--- src/rtl/boreal_vec_loader_pkg.sv ---
// boreal_vec_loader_pkg
//   Shared definitions for the vector-engine MMIO loader:
//   - engine register/scratchpad word addresses (11-bit MMIO word space)
//   - engine STATUS codes
//   - loader error codes reported on err
//   - loader FSM state encoding
package boreal_vec_loader_pkg;

  // Engine MMIO map (word addresses)
  localparam logic [10:0] VEC_CMD_ADDR    = 11'h000;
  localparam logic [10:0] VEC_LEN_ADDR    = 11'h001;
  localparam logic [10:0] VEC_STATUS_ADDR = 11'h009;
  localparam logic [10:0] VEC_A_BASE      = 11'h100;
  localparam logic [10:0] VEC_B_BASE      = 11'h300;
  localparam logic [10:0] VEC_OUT_BASE    = 11'h500;

  // Engine STATUS register values
  localparam logic [31:0] VEC_ST_BUSY = 32'd1;
  localparam logic [31:0] VEC_ST_DONE = 32'd2;

  // Loader error codes
  localparam logic [1:0] ERR_OK      = 2'd0;
  localparam logic [1:0] ERR_LEN     = 2'd1;
  localparam logic [1:0] ERR_TIMEOUT = 2'd2;

  // Loader FSM states
  typedef enum logic [3:0] {
    ST_IDLE      = 4'd0,
    ST_CHECK     = 4'd1,
    ST_IN_RD     = 4'd2,
    ST_IN_WAIT   = 4'd3,
    ST_IN_WR     = 4'd4,
    ST_SET_LEN   = 4'd5,
    ST_GO        = 4'd6,
    ST_SETTLE1   = 4'd7,
    ST_SETTLE2   = 4'd8,
    ST_POLL_ADDR = 4'd9,
    ST_POLL_CHK  = 4'd10,
    ST_OUT_ADDR  = 4'd11,
    ST_OUT_CAP   = 4'd12,
    ST_OUT_WR    = 4'd13,
    ST_FINISH    = 4'd14
  } state_e;

endpackage

--- src/rtl/boreal_vec_loader.sv ---
// boreal_vec_loader
//   MMIO initiator that runs one vector-engine job per host descriptor:
//   copies packed int8 vectors A and B from system memory into the engine
//   scratchpad, programs LEN, fires CMD, polls STATUS until done, then copies
//   the 32-bit OUT products back to system memory.
//
// Ports
//   clk, rst_n            clock, asynchronous active-low reset
//   start                 one-cycle pulse, accepted only when idle
//   desc_a_base/_b_base   memory word addresses of packed A / B
//   desc_out_base         memory word address for results
//   desc_len              element count (multiple of 8, 1..MAX_LEN)
//   busy, done, err       run status; err held until the next start
//   mem_*                 system-memory initiator (req/gnt, rvalid read return)
//   mmio_*                engine MMIO slave port (registered read data)
module boreal_vec_loader
  import boreal_vec_loader_pkg::*;
#(
  parameter int AW       = 20,
  parameter int MAX_LEN  = 768,
  parameter int POLL_MAX = 4096
) (
  input  logic          clk,
  input  logic          rst_n,
  input  logic          start,
  input  logic [AW-1:0] desc_a_base,
  input  logic [AW-1:0] desc_b_base,
  input  logic [AW-1:0] desc_out_base,
  input  logic [31:0]   desc_len,
  output logic          busy,
  output logic          done,
  output logic [1:0]    err,
  output logic          mem_req,
  output logic          mem_we,
  output logic [AW-1:0] mem_addr,
  output logic [31:0]   mem_wdata,
  input  logic          mem_gnt,
  input  logic          mem_rvalid,
  input  logic [31:0]   mem_rdata,
  output logic          mmio_we,
  output logic [10:0]   mmio_addr,
  output logic [31:0]   mmio_wdata,
  output logic [3:0]    mmio_wstrb,
  input  logic [31:0]   mmio_rdata
);

  localparam int PCW = $clog2(POLL_MAX + 1);

  state_e state_q, state_d;

  // Descriptor, captured on an accepted start
  logic [AW-1:0] a_base_q, b_base_q, out_base_q;
  logic [31:0]   len_q;

  // Progress counters
  logic [9:0]     k_q;       // word index within the vector being copied in
  logic           vec_b_q;   // 0: copying A, 1: copying B
  logic [9:0]     j_q;       // element index of the output copy
  logic [PCW-1:0] poll_q;    // completed STATUS polls

  logic [1:0]  err_q;
  logic [31:0] mmio_wdata_q; // holds its value between MMIO writes
  logic [31:0] out_word_q;   // product read back from OUT scratchpad

  logic [9:0] last_k;
  logic [9:0] last_j;

  // len is a multiple of 8 and at most MAX_LEN once validated, so the
  // 10-bit word/element counters never overflow.
  assign last_k = len_q[11:2] - 10'd1;
  assign last_j = len_q[9:0] - 10'd1;

  function automatic logic len_bad(input logic [31:0] len);
    return (len == 32'd0) || (len[2:0] != 3'd0) || (len > 32'(MAX_LEN));
  endfunction

  // State register and control counters
  always_ff @(posedge clk or negedge rst_n) begin
    if (!rst_n) begin
      state_q      <= ST_IDLE;
      k_q          <= '0;
      vec_b_q      <= 1'b0;
      j_q          <= '0;
      poll_q       <= '0;
      err_q        <= ERR_OK;
      mmio_wdata_q <= '0;
      out_word_q   <= '0;
    end else begin
      state_q <= state_d;
      unique case (state_q)
        ST_IDLE: begin
          if (start) begin
            err_q   <= ERR_OK;
            k_q     <= '0;
            vec_b_q <= 1'b0;
            j_q     <= '0;
            poll_q  <= '0;
          end
        end
        ST_CHECK: begin
          if (len_bad(len_q)) err_q <= ERR_LEN;
        end
        ST_IN_WAIT: begin
          if (mem_rvalid) mmio_wdata_q <= mem_rdata;
        end
        ST_IN_WR: begin
          if (k_q == last_k) begin
            k_q     <= '0;
            vec_b_q <= 1'b1;
            // Last B word: stage LEN as the next MMIO write data
            if (vec_b_q) mmio_wdata_q <= len_q;
          end else begin
            k_q <= k_q + 10'd1;
          end
        end
        ST_SET_LEN: mmio_wdata_q <= 32'd1;
        ST_POLL_CHK: begin
          if (mmio_rdata != VEC_ST_DONE) begin
            poll_q <= poll_q + 1'b1;
            if (poll_q == PCW'(POLL_MAX - 1)) err_q <= ERR_TIMEOUT;
          end
        end
        ST_OUT_CAP: out_word_q <= mmio_rdata;
        ST_OUT_WR: begin
          if (mem_gnt) j_q <= j_q + 10'd1;
        end
        default: ;
      endcase
    end
  end

  // Descriptor capture (data only, no reset needed)
  always_ff @(posedge clk) begin
    if (state_q == ST_IDLE && start) begin
      a_base_q   <= desc_a_base;
      b_base_q   <= desc_b_base;
      out_base_q <= desc_out_base;
      len_q      <= desc_len;
    end
  end

  // Next-state logic
  always_comb begin
    state_d = state_q;
    unique case (state_q)
      ST_IDLE:      if (start) state_d = ST_CHECK;
      ST_CHECK:     state_d = len_bad(len_q) ? ST_FINISH : ST_IN_RD;
      ST_IN_RD:     if (mem_gnt) state_d = ST_IN_WAIT;
      ST_IN_WAIT:   if (mem_rvalid) state_d = ST_IN_WR;
      ST_IN_WR:     state_d = (vec_b_q && k_q == last_k) ? ST_SET_LEN : ST_IN_RD;
      ST_SET_LEN:   state_d = ST_GO;
      ST_GO:        state_d = ST_SETTLE1;
      // The engine picks up CMD a cycle after the write and updates STATUS
      // a cycle later; polling earlier would read the previous run's DONE.
      ST_SETTLE1:   state_d = ST_SETTLE2;
      ST_SETTLE2:   state_d = ST_POLL_ADDR;
      ST_POLL_ADDR: state_d = ST_POLL_CHK;
      ST_POLL_CHK: begin
        if (mmio_rdata == VEC_ST_DONE)            state_d = ST_OUT_ADDR;
        else if (poll_q == PCW'(POLL_MAX - 1))    state_d = ST_FINISH;
        else                                      state_d = ST_POLL_ADDR;
      end
      ST_OUT_ADDR:  state_d = ST_OUT_CAP;
      ST_OUT_CAP:   state_d = ST_OUT_WR;
      ST_OUT_WR:    if (mem_gnt) state_d = (j_q == last_j) ? ST_FINISH : ST_OUT_ADDR;
      ST_FINISH:    state_d = ST_IDLE;
      default:      state_d = ST_IDLE;
    endcase
  end

  // Outputs decoded from state so reset clears them without a clock edge
  always_comb begin
    busy      = 1'b0;
    done      = 1'b0;
    mem_req   = 1'b0;
    mem_we    = 1'b0;
    mem_addr  = '0;
    mmio_we   = 1'b0;
    mmio_addr = '0;
    unique case (state_q)
      ST_IDLE: ;
      ST_CHECK, ST_IN_WAIT, ST_SETTLE1, ST_SETTLE2, ST_POLL_CHK: busy = 1'b1;
      ST_IN_RD: begin
        busy     = 1'b1;
        mem_req  = 1'b1;
        mem_addr = (vec_b_q ? b_base_q : a_base_q) + AW'(k_q);
      end
      ST_IN_WR: begin
        busy      = 1'b1;
        mmio_we   = 1'b1;
        mmio_addr = (vec_b_q ? VEC_B_BASE : VEC_A_BASE) + 11'(k_q);
      end
      ST_SET_LEN: begin
        busy      = 1'b1;
        mmio_we   = 1'b1;
        mmio_addr = VEC_LEN_ADDR;
      end
      ST_GO: begin
        busy      = 1'b1;
        mmio_we   = 1'b1;
        mmio_addr = VEC_CMD_ADDR;
      end
      ST_POLL_ADDR: begin
        busy      = 1'b1;
        mmio_addr = VEC_STATUS_ADDR;
      end
      ST_OUT_ADDR, ST_OUT_CAP: begin
        busy      = 1'b1;
        mmio_addr = VEC_OUT_BASE + 11'(j_q);
      end
      ST_OUT_WR: begin
        busy     = 1'b1;
        mem_req  = 1'b1;
        mem_we   = 1'b1;
        mem_addr = out_base_q + AW'(j_q);
      end
      ST_FINISH: done = 1'b1;
      default: ;
    endcase
  end

  assign err        = err_q;
  assign mmio_wdata = mmio_wdata_q;
  assign mmio_wstrb = mmio_we ? 4'hF : 4'h0;
  assign mem_wdata  = out_word_q;

endmodule

--- config.mk ---
export PLATFORM = sky130hd
export DESIGN_NAME = boreal_vec_loader
export DESIGN_NICKNAME = d
export VERILOG_FILES = /design/src/rtl/boreal_vec_loader_pkg.sv /design/src/rtl/boreal_vec_loader.sv
export SDC_FILE = /design/constraint.sdc
export NUM_CORES = 1
export LEC_CHECK = 0
export ABC_CLOCK_PERIOD_IN_PS = 10400
export CORE_ASPECT_RATIO = 0.6
export CORE_MARGIN = 3
export CORE_UTILIZATION = 55
export CTS_BUF_LIST = sky130_fd_sc_hd__clkbuf_2 sky130_fd_sc_hd__clkbuf_4 sky130_fd_sc_hd__clkbuf_8
export DETAILED_ROUTE_END_ITERATION = 16
export PLACE_DENSITY = 0.89
export SYNTH_ARGS = -nofsm -noshare
export SYNTH_HDL_FRONTEND = slang
export SYNTH_SLANG_ARGS = --single-unit
export TNS_END_PERCENT = 50
--- constraint.sdc ---
create_clock -name clk -period 10.4 [get_ports clk]
set_input_delay 1.56 -clock clk [delete_from_list [all_inputs] [get_ports clk]]
set_output_delay 1.56 -clock clk [all_outputs]
set_load 0.03 [all_outputs]
==> impl_metrics.py, run 1 <==
metrics = {
    "sta": {
        "finalClockSkew_ns": 0.0121,
        "max_freq_mhz": 161,
        "rsz0062_at_grt": "no",
        "fin_setup_tns_ns": 0,
        "setup_violations": 0,
        "drv_slew": 0,
        "relSlewSlack": 0.234,
        "fin_crit_sh": 0.597,
        "tightest_slew_ns": 1.14,
        "layout_min_cycle_time_ns": 6.21,
        "hold_viol": 0,
    },
    "synthesis": {
        "synth_top_cell_by_area": "edfxtp_1",
        "synth-seq-cells": 196,
        "synth_nets": 1082,
        "netlist_instances": 891,
        "ys_seq_area_frac": 0.518,
        "synthTopCellsByArea": "edfxtp_1 (27%), dfrtp_1 (25%), mux2_2 (4.8%)",
        "synthFlopType": "dfrtp_1",
        "avgSynthCellArea_um2": 11.6,
        "ys_types": 66,
        "synth_top_area_frac": 0.267,
        "async_flop_share": 0.531,
        "syn_area_um2": 10400,
        "synth-edff-count": 92,
        "synth_warnings": 0,
    },
    "detailed_routing": {
        "wl_um": 29000,
        "first_iter_violations": 816,
        "num_vias": 8387,
        "ant_nets": 0,
        "dr.pass1.iters": 5,
        "viasPerCell": 6.04,
        "wl_per_cell_um": 20.9,
        "drc": 0,
    },
    "cts": {
        "holdBufCountCts": 0,
        "clk_pin_slew_ns": 0.09,
        "cts_sinks": 196,
        "postCtsSetupBuffers": 0,
        "cts_tree": "yes",
        "clk_latency_ns": 0.49,
        "cts_inserted_buffers": 17,
        "ctsHtreeMaxLevel": 4,
        "clock_path_buffers": 2,
        "ctsResizeCount": 0,
        "root_buffer": "clkbuf_8",
    },
    "global_route": {
        "overflow": 0,
        "grt_max_degree": 88,
        "grt_pass1_wl_um": 45400,
        "grt_util_all_layers": 0.282,
        "grt_pass1_vias": 8325,
        "antenna_found_initial": 0,
    },
    "placed_design": {
        "gp_congestion": 0.943,
        "dpl_cell_area_um2": 13200,
        "io_buffers": 266,
        "hpwl_um": 21200,
    },
    "min_path": {
        "hold_depth": 2,
        "min_path_type": "reg -> reg",
    },
    "power": {
        "p_leak_uw": 0.00556,
        "vdd_ir_drop_max_uv": 85.7,
        "powerDensity_nw_per_um2": 106,
    },
    "final_layout": {
        "utilization": 0.744,
        "nets": 1326,
        "area_growth_pct": 31.1,
        "layout-drive-gt1-share": 0.110,
        "final_common_cell": "clkdlybuf4s50_1",
        "num-fill-cells": 1220,
        "final_cell_mix": "clkdlybuf4s50_1 (265), dfrtp_1 (104), edfxtp_1 (92)",
        "design_area_um2": 13600,
        "diodes": 0,
    },
    "worst_setup_path": {
        "reg2regPathDepth": 10,
        "required_ns": 8.84,
        "worst_ep_arrival_time_ns": 4.65,
        "cp_max_fo": 28,
        "worst_setup_path_start_kind": "flip-flop",
        "crit_path_end_kind": "output port",
        "path_class": "reg -> out",
    },
    "floorplan": {
        "dieArea_um2": 20600,
        "die_h_um": 112,
        "core_um2": 18300,
        "rows": 38,
        "start_util": 0.568,
        "dieWidth_um": 183,
        "io_pins": 267,
    },
    "flow_run": {
        "drv_cap": 0,
    },
    "status": {
        "status": "finished, final reports clean",
    },
}
[per-layer routing]
layer / GRT usage / part of all wire / up-vias
met2: 0.419 / 0.44 / 442
met3: 0.0835 / 0.11 / 32
met1: 0.410 / 0.44 / 4096
met5: 0 / 0 / -
li1: - / - / 3817
met4: 0.0710 / 0.015 / 0
[power breakdown]
group          internal [uW]  switching, uW
sequential               814           4.14
combinational           64.6           36.3
clock                    258            270
total                   1140            310
[worst max-delay path, stage by stage, from the launching register on]
cell	delay, ns
dfrtp_1	0.35
buf_4	0.38
mux2_2	0.40
ha_1	0.34
a2111oi_0	0.47
o21ai_0	0.26
a41oi_1	0.70
nor3_1	0.16
xor2_1	0.18
o22ai_1	0.18
clkdlybuf4s50_1	0.73
[logic make-up after synthesis]
kind of cell	synth area share
AO/OA/AOI/OAI	0.130
XOR/XNOR	0.0592
adder cells (fa/ha/maj)	0.0384
buffers and inverters	0.0297
flip-flops	0.518
multiplexers	0.102
AND/OR/NAND/NOR	0.123
[worst paths after layout]
path                          start             end  slack, ns
min in group asynchronous     rst_n   mmio_wdata[9]       1.08
setup reg to reg           len_q[2]  mmio_wdata[31]       6.42
hold / removal               err[0]          err[0]       0.52
hold reg to reg              err[0]          err[0]       0.52
setup / recovery            vec_b_q    mem_addr[17]       4.19
max in group asynchronous     rst_n    mem_wdata[8]       8.06
[sequential cells by signal, indices dropped and copies added, names as in the netlist, 10 cells and up]
| name | count |
|---|---|
| j_q | 10 |
| len_q | 32 |
| b_base_q | 20 |
| mmio_wdata | 32 |
| poll_q | 13 |
| k_q | 10 |
| a_base_q | 20 |
| mem_wdata | 32 |
| out_base_q | 20 |
[synth_stat cells, types with 3 or more instances]
master     instances
nor2b_1            5
inv_1             18
mux2i_1           11
buf_1              6
mux2_4            30
a21boi_0           4
a22o_1            35
nor3b_1            9
a211oi_1           5
xnor2_1           25
a31oi_1            6
nand2b_1          16
nand3b_1           5
clkbuf_1          32
edfxtp_1          92
o21ai_0           38
a21o_1            10
dfrtp_1          104
a221oi_1           4
nor4_1            18
and2_1             5
nand4_1           15
a2111o_1           3
xor2_1            45
or2_2              3
fa_1               3
o22ai_1           21
buf_4              4
nor2_1            60
nor3_1            15
a2111oi_0          3
a21oi_1           26
and3_1            14
nand3_1           21
o2111ai_1          4
buf_6              4
or3_1              5
o21a_1             5
mux2_2            44
ha_1              27
a41oi_1            3
nand2_1           54
buf_2              3
[through the flow]
stage          setup slack [ns]  hold slack [ns]  total power [uW]  cells
2_1_floorplan              4.77            0.497               854    891
3_3_place_gp               4.91            0.484               931   1356
3_5_place_dp               4.80            0.471               934   1356
4_1_cts                    4.27            0.511              1450   1388
5_1_grt                    4.03            0.535              1490   1388
6_report                   4.19            0.515              1450   1388
[layout make-up]
class,count,area (um^2),share of cell area
well taps,240,300,0.0221
clock buffers,25,332,0.0244
clock inverters,7,92.6,0.00681
repair buffers,274,2720,0.200
multi-input cells,626,4700,0.346
flip-flops and latches,196,5370,0.395
inverters,20,77.6,0.00571
Power figures use the tool's default switching activity.
==> run 2, diff against run 1 <==
ABC_CLOCK_PERIOD_IN_PS = 5450   (was 10400)
CORE_UTILIZATION = 46   (was 55)
PLACE_DENSITY = 0.79   (was 0.89)
clock period = 5.45 ns   (was 10.4 ns; I/O delays follow)
==> run 2 against run 1 <==
Net effect: highest routed layer is now met5; largest cell class unchanged; critical path type unchanged; global-route usage shrank 4.6 points; core utilization shrank 11 points; power grew 84%; largest power group unchanged.
==> impl_metrics.py, run 2 (synthesis gave the netlist of run 1 again) <==
metrics = {
    "status": {
        "status": "finished, final reports clean",
    },
    "cts": {
        "ctsHtreeMaxLevel": 4,
        "root_buffer": "clkbuf_8",
        "clk_pin_slew_ns": 0.10,
        "holdBufCountCts": 0,
        "clock_path_buffers": 2,
        "cts_inserted_buffers": 17,
        "postCtsSetupBuffers": 0,
        "clk_latency_ns": 0.49,
        "cts_tree": "yes",
        "cts_sinks": 196,
    },
    "detailed_routing": {
        "ant_nets": 0,
        "viasPerCell": 5.80,
        "wl_um": 29200,
        "num_vias": 8293,
        "wl_per_cell_um": 20.5,
        "dr.pass1.iters": 5,
        "drc": 0,
        "first_iter_violations": 803,
    },
    "placed_design": {
        "dp_cells": 1398,
        "io_buffers": 266,
        "hpwl_um": 21600,
        "gp_congestion": 0.894,
        "pre_cts_slack_ns": 0.544,
        "dpl_cell_area_um2": 13200,
    },
    "final_layout": {
        "num-fill-cells": 1712,
        "multi_input_area_um2": 4710,
        "utilization": 0.632,
        "nets": 1329,
        "diodes": 0,
        "final_common_cell": "clkdlybuf4s50_1",
        "layout-drive-gt1-share": 0.113,
        "area_growth_pct": 31.3,
        "regArea_um2": 5370,
        "final_cell_mix": "clkdlybuf4s50_1 (265), dfrtp_1 (103), edfxtp_1 (92)",
        "final_cells": 1430,
        "design_area_um2": 13600,
    },
    "sta": {
        "setup_violations": 0,
        "rsz0062_at_grt": "no",
        "hold_viol": 0,
        "relSlewSlack": 0.169,
        "max_freq_mhz": 197,
        "layout_min_cycle_time_ns": 5.07,
        "tightest_slew_ns": 1.24,
        "drv_slew": 0,
        "fin_setup_tns_ns": 0,
        "fin_crit_sh": 0.931,
        "finalClockSkew_ns": 0.0134,
        "setup_ws_ns": 0.378,
    },
    "global_route": {
        "use_met3": 0.0678,
        "overflow": 0,
        "grt_use_met1": 0.351,
        "grt_util_all_layers": 0.236,
        "grt_util_met2": 0.342,
        "grt_pass1_wl_um": 44400,
        "antenna_found_initial": 2,
        "grt_max_degree": 68,
        "busiest_layer": "met1",
        "grt_pass1_vias": 8007,
    },
    "worst_setup_path": {
        "worst_ep_arrival_time_ns": 4.25,
        "required_ns": 4.63,
        "worst_setup_path_start_kind": "flip-flop",
        "path_class": "reg -> out",
        "endpoint": "mem_addr[19]",
        "cp_max_fo": 12,
        "reg2regPathDepth": 10,
        "cp-startpoint": "vec_b_q",
        "reg2reg_from": "len_q[2]",
        "crit_path_end_kind": "output port",
        "r2r-end": "mmio_wdata[31]",
        "rrSetupSlack_ns": 1.53,
    },
    "floorplan": {
        "start_util": 0.481,
        "rows": 41,
        "die_h_um": 122,
        "core_um2": 21500,
        "dieArea_um2": 24400,
        "io_pins": 267,
        "dieWidth_um": 200,
    },
    "power": {
        "vdd_ir_drop_max_uv": 141,
        "p_leak_uw": 0.00555,
        "powerDensity_nw_per_um2": 196,
    },
    "flow_run": {
        "drv_cap": 0,
    },
    "min_path": {
        "min_path_type": "in -> async",
    },
}
[run 2: changes by cell type in the layout (fill, tap and decap cells not counted), sizes merged]
cell and change:
buf +3, clkbuf -3, clkinv +4, bufinv -1
[run 2: metrics by stage]
stage                     hold WS (ns)  power, uW
after CTS                        0.436       2700
after global routing             0.472       2770
final                            0.436       2670
after global placement           0.488       1780
after floorplan                  0.497       1630
after detailed placement         0.486       1780
[run 2: how the worst min path moves through the flow]
stage | from | endpoint | slack [ns] | cells after the start
floorplan | poll_q[4] | poll_q[4] | 0.50 | 2
global route | rst_n | mmio_wdata[6] | 0.47 | 1
detailed placement | err[0] | err[0] | 0.49 | 2
global placement | mem_wdata[21] | mem_wdata[21] | 0.49 | 1
CTS | rst_n | mmio_wdata[6] | 0.44 | 1
finish | rst_n | mmio_wdata[6] | 0.44 | 1
[run 2: worst max-delay path, cell delays in order (launching register included)]
cell	delay [ns]
dfrtp_2	0.57
mux2_2	0.38
ha_1	0.35
a2111oi_0	0.44
o21ai_0	0.27
a41oi_2	0.52
nor3b_1	0.14
xor2_1	0.18
o22ai_1	0.17
clkdlybuf4s50_1	0.73
[run 2: power breakdown]
part	internal, uW	switching [uW]
registers	1550	7.67
logic	123	65.9
clock network	398	520
[run 2: final cells by class]
type	count	area share
Clock buffer	22	0.0209
Clock inverter	10	0.00607
Inverter	20	0.00570
Multi-Input combinational cell	626	0.346
Sequential cell	196	0.394
Tap cell	279	0.0257
Timing Repair Buffer	277	0.202
[run 2: per-layer routing]
metal  wire length, um  part of all wire
met1             13400              0.46
met2             12600              0.43
met3              2900             0.099
met4               353             0.012
met5                 8           0.00027
[run 2: timing repair]
item,4_1_cts,5_1_grt
endpoints found under the setup margin,2,2
resized for setup,1,1
hold endpoints to repair,0,0
